$ cat config.mk
export PLATFORM = sky130hd
export DESIGN_NAME = fb_stream_writer
export DESIGN_NICKNAME = d
export VERILOG_FILES = /design/src/rtl/fb_stream_writer.sv
export SDC_FILE = /design/constraint.sdc
export NUM_CORES = 1
export LEC_CHECK = 0
export ABC_AREA = 1
export ABC_CLOCK_PERIOD_IN_PS = 4600
export BUFFER_PORTS_ARGS = -buffer_cell sky130_fd_sc_hd__buf_2
export CAP_MARGIN = 20
export CORE_MARGIN = 1
export CORE_UTILIZATION = 32
export CTS_BUF_LIST = sky130_fd_sc_hd__clkbuf_16
export DETAILED_ROUTE_END_ITERATION = 6
export HOLD_SLACK_MARGIN = 0.06
export PLACE_DENSITY = 0.56
export REMOVE_ABC_BUFFERS = 1
export SYNTH_ARGS = -nofsm -noshare
export SYNTH_HDL_FRONTEND = slang
export SYNTH_SLANG_ARGS = --single-unit
$ cat constraint.sdc
create_clock -name clk -period 4.6 [get_ports clk]
set_input_delay 0.92 -clock clk [delete_from_list [all_inputs] [get_ports clk]]
set_output_delay 0.92 -clock clk [all_outputs]
set_load 0.05 [all_outputs]
$ cat src/rtl/fb_stream_writer.sv
// Packs a start-of-frame delimited byte stream into 20-bit framebuffer words,
// writes them sequentially into the back buffer and swaps buffers on a display frame boundary.
module fb_stream_writer #(
    parameter int DATA_W      = 20,
    parameter int ADDR_W      = 14,
    parameter int FRAME_WORDS = 8192
) (
    input  logic              clk,
    input  logic              rst,
    input  logic [7:0]        in_data,
    input  logic              in_valid,
    input  logic              in_sof,
    output logic              in_ready,
    input  logic              frame_boundary,
    output logic [DATA_W-1:0] fb_wdata,
    output logic [ADDR_W-1:0] fb_waddr,
    output logic              fb_we,
    output logic              selection,
    output logic              frame_done,
    output logic              sync_err
);

    localparam logic [1:0] HUNT      = 2'd0;
    localparam logic [1:0] FILL      = 2'd1;
    localparam logic [1:0] SWAP_WAIT = 2'd2;

    localparam logic [ADDR_W-1:0] LAST_WORD = ADDR_W'(FRAME_WORDS - 1);

    logic [1:0]        state;
    logic [1:0]        byte_idx;
    logic [7:0]        byte0;
    logic [7:0]        byte1;
    logic [ADDR_W-1:0] word_cnt;
    logic              accept;

    assign accept = in_valid & in_ready;

    always_ff @(posedge clk or negedge rst) begin
        if (!rst) begin
            state      <= HUNT;
            byte_idx   <= '0;
            byte0      <= '0;
            byte1      <= '0;
            word_cnt   <= '0;
            in_ready   <= 1'b0;
            fb_we      <= 1'b0;
            fb_wdata   <= '0;
            fb_waddr   <= '0;
            selection  <= 1'b0;
            frame_done <= 1'b0;
            sync_err   <= 1'b0;
        end else begin
            fb_we      <= 1'b0;
            frame_done <= 1'b0;
            sync_err   <= 1'b0;
            // in_ready tracks the registered state; transitions into/out of SWAP_WAIT override it below
            in_ready   <= (state != SWAP_WAIT);

            case (state)
                HUNT: begin
                    if (accept && in_sof) begin
                        byte0    <= in_data;
                        byte_idx <= 2'd1;
                        word_cnt <= '0;
                        state    <= FILL;
                    end
                end

                FILL: begin
                    if (accept) begin
                        if (in_sof && (byte_idx != 2'd0 || word_cnt != '0)) begin
                            sync_err <= 1'b1;
                            byte0    <= in_data;
                            byte_idx <= 2'd1;
                            word_cnt <= '0;
                        end else begin
                            case (byte_idx)
                                2'd0: begin
                                    byte0    <= in_data;
                                    byte_idx <= 2'd1;
                                end
                                2'd1: begin
                                    byte1    <= in_data;
                                    byte_idx <= 2'd2;
                                end
                                default: begin
                                    // upper nibble of the third byte has no slot in the 20-bit word
                                    fb_we    <= 1'b1;
                                    fb_wdata <= DATA_W'({in_data[3:0], byte1, byte0});
                                    fb_waddr <= word_cnt;
                                    byte_idx <= 2'd0;
                                    if (word_cnt == LAST_WORD) begin
                                        word_cnt <= '0;
                                        state    <= SWAP_WAIT;
                                        in_ready <= 1'b0;
                                    end else begin
                                        word_cnt <= word_cnt + 1'b1;
                                    end
                                end
                            endcase
                        end
                    end
                end

                SWAP_WAIT: begin
                    if (frame_boundary) begin
                        selection  <= ~selection;
                        frame_done <= 1'b1;
                        byte_idx   <= '0;
                        word_cnt   <= '0;
                        state      <= HUNT;
                        in_ready   <= 1'b1;
                    end
                end

                default: begin
                    state <= HUNT;
                end
            endcase
        end
    end

endmodule

==> impl_metrics.py <==
metrics = {
    "power": {
        "switching_share": 0.4177,
        "power_leakage_nw": 2.202,
        "power_frac_seq": 0.331,
        "intPower_w": 0.001609,
        "power-per-cell-area_nw_per_um2": 636.8,
        "vdd.ir_drop.worst_mv": 0.3281,
        "p_comb_frac": 0.373,
        "clockPowerShare": 0.295,
        "switching_power_w": 0.001154,
    },
    "sta": {
        "hold_violations": 0,
        "max_slew_margin": 0.4551,
        "finalCritPeriodShare": 0.5626,
        "slew_violations": 0,
        "tns_ps": 0,
        "skew_ps": 7.252,
        "setup_viol": 0,
        "grt_setup_unrepaired": "no",
        "post-route-min-period_ps": 2588,
        "max_clock_freq_mhz": 386.4,
        "tightest_slew_ps": 817.4,
    },
    "setup_path": {
        "endpoint_kind": "register",
        "path_class": "register to register",
        "required_ps": 4870,
        "reg2reg_slack_ps": 2010,
        "cp.arrival_ps": 2860,
        "cp_max_fo": 51,
        "critical_path.startpoint_type": "register",
    },
    "synth": {
        "synth-seq-area-share": 0.4927,
        "synth_edf_count": 0,
        "synth.most_common_cell": "nand2_1",
        "avgSynthCellArea_um2": 8.869,
        "synth.distinct_cells": 36,
        "yosys_warnings": 0,
        "synthTopCellsByArea": "dfrtp_1 (49%), nand2_1 (13%), o21ai_2 (5.0%)",
        "synth_cells": 418,
        "ys.flop_type": "dfrtp_1",
        "yosysTopAreaCell": "dfrtp_1",
        "synth_top_area_share": 0.4927,
        "syn_area_um2": 3707,
        "asyncSetResetFlopFracSynth": 1.000,
        "synth_seq_cells": 73,
        "synthTopCellsByCount": "nand2_1 (126), dfrtp_1 (73), nor2_1 (30)",
    },
    "job": {
        "drv_cap": 0,
    },
    "placed_design": {
        "dpl_cell_area_um2": 3996,
        "dp_hpwl_um": 5604,
        "portBuffers": 51,
        "gp_congestion": 0.8321,
    },
    "routing": {
        "wire_per_inst_um": 13.20,
        "drcViolationCount": 0,
        "drt_first_pass_iters": 4,
        "vias": 2890,
        "drtIter0Drc": 155,
        "routed_wl_um": 8077,
        "detail-route-antenna-nets": 0,
        "viasPerCell": 4.722,
    },
    "global_routing": {
        "antenna_found_initial": 0,
        "track_usage": 0.1468,
        "grt_pass1_vias": 2750,
        "grt_start_max_net_pins": 52,
        "overflow": 0,
        "grt_pass1_wl_um": 13450,
    },
    "clock_network": {
        "h-tree-depth": 3,
        "cts_sinks": 73,
        "clk_latency_ps": 340,
        "path_clk_slew_ps": 60,
        "cts_resized": 0,
        "hold_buffers": 0,
        "clockBufferDepth": 2,
        "cts_buffers": 9,
        "clockRootBuffer": "clkbuf_16",
        "cts_setup_buffers": 0,
        "tritoncts": "built",
    },
    "floorplanning": {
        "rows": 38,
        "initial_core_util": 0.3347,
        "die_w_um": 109.6,
        "die_y_um": 109.6,
        "io_pins": 52,
        "die_area_um2": 12020,
        "core-area_um2": 11080,
    },
    "worst_hold_path": {
        "hp-class": "register to register",
    },
    "status": {
        "status": "finished clean",
    },
    "finish": {
        "drive_above_1_share": 0.2797,
        "post-route-cell-area_um2": 4338,
        "nets": 487,
        "area_growth_pct": 17.01,
        "diodes": 0,
        "finish.utilization": 0.3916,
    },
}
per-layer routing:
metal / vias up / GRT usage / wire (um)
met1: 1369 / 0.1930 / 3789
met5: - / 0 / 0
met2: 68 / 0.2403 / 3826
met3: 9 / 0.03734 / 347
li1: 1444 / - / -
met4: 0 / 0.03810 / 114
per-stage QoR:
| step | power, W | setup slack, ps | std cells | hold slack [ps] |
|---|---|---|---|---|
| 2_1_floorplan | 0.001716 | 2617 | 404 | 442.2 |
| 3_3_place_gp | 0.001946 | 2130 | 596 | 452.8 |
| 3_5_place_dp | 0.001969 | 1973 | 596 | 456.2 |
| 4_1_cts | 0.002792 | 1960 | 612 | 468.1 |
| 5_1_grt | 0.002933 | 1817 | 612 | 487.2 |
| 6_report | 0.002762 | 2012 | 612 | 463.0 |
kinds of logic (layout without fill, tap and decap cells):
| kind of cell | after synthesis | count (layout) | synth area share |
|---|---|---|---|
| flops | 73 | 73 | 0.4927 |
| buf+inv | 45 | 99 | 0.07357 |
| simple gates | 235 | 235 | 0.3014 |
| fa+ha+maj | 7 | 7 | 0.02362 |
| compound gates | 54 | 54 | 0.09923 |
| xor+xnor | 4 | 4 | 0.009452 |
final cells by class:
cell class | instances | area (um2)
clock inverters | 7 | 116.4
clock buffers | 9 | 225.2
multi-input cells | 300 | 1608
repair buffers | 52 | 262.8
fillers | 1147 | 6740
well taps | 140 | 175.2
inverters | 31 | 123.9
flip-flops and latches | 73 | 1827
power by group through the flow:
| stage | Combinational (W) | Clock, W | Sequential [W] |
|---|---|---|---|
| finish | 0.00103 | 0.000816 | 0.000915 |
| global route | 0.00114 | 0.000856 | 0.000940 |
| CTS | 0.00104 | 0.000830 | 0.000917 |
| detailed placement | 0.00104 | 0 | 0.000927 |
| global placement | 0.00102 | 0 | 0.000924 |
| floorplan | 0.000532 | 0 | 0.00118 |
registers in the layout, summed over array words and instances (netlist names):
name / flops
byte0: 8
byte1: 8
byte_idx: 2
fb_waddr: 14
fb_wdata: 20
fb_we: 1
frame_done: 1
in_ready: 1
selection: 1
state: 2
sync_err: 1
word_cnt: 14
critical path, stage by stage, from the launching register on:
cell and delay [ps]:
dfrtp_1 410, inv_1 120, ha_1 630, inv_1 340
nor2_8 210, nand2_4 330, inv_8 290, nand2_1 80
nand2_1 60
final timing paths:
check | startpoint | to | cells after the start
hold / removal | byte0[2]$_DFFE_PN0P_ | fb_wdata[2]$_DFFE_PN0P_ | 2
min in group asynchronous | rst | fb_wdata[14]$_DFFE_PN0P_ | 1
max in group asynchronous | rst | fb_waddr[9]$_DFFE_PN0P_ | 2
setup / recovery | state[1]$_DFFE_PN0P_ | fb_wdata[1]$_DFFE_PN0P_ | 8
setup reg to reg | state[1]$_DFFE_PN0P_ | fb_wdata[1]$_DFFE_PN0P_ | 8
hold reg to reg | byte0[2]$_DFFE_PN0P_ | fb_wdata[2]$_DFFE_PN0P_ | 2
placed cells by master (no fill, tap or decap), drive strengths merged:
master and instances:
nand2 151, dfrtp 73, buf 52, o21ai 48, nor2 39, inv 33, nand3 29, nand4 12
clkbuf 9, ha 7, a21oi 4, xor2 3, bufinv 3, nor3 2, or2 2, clkinv 2
xnor2 1, o22ai 1, o21bai 1
Power figures use the tool's default switching activity.
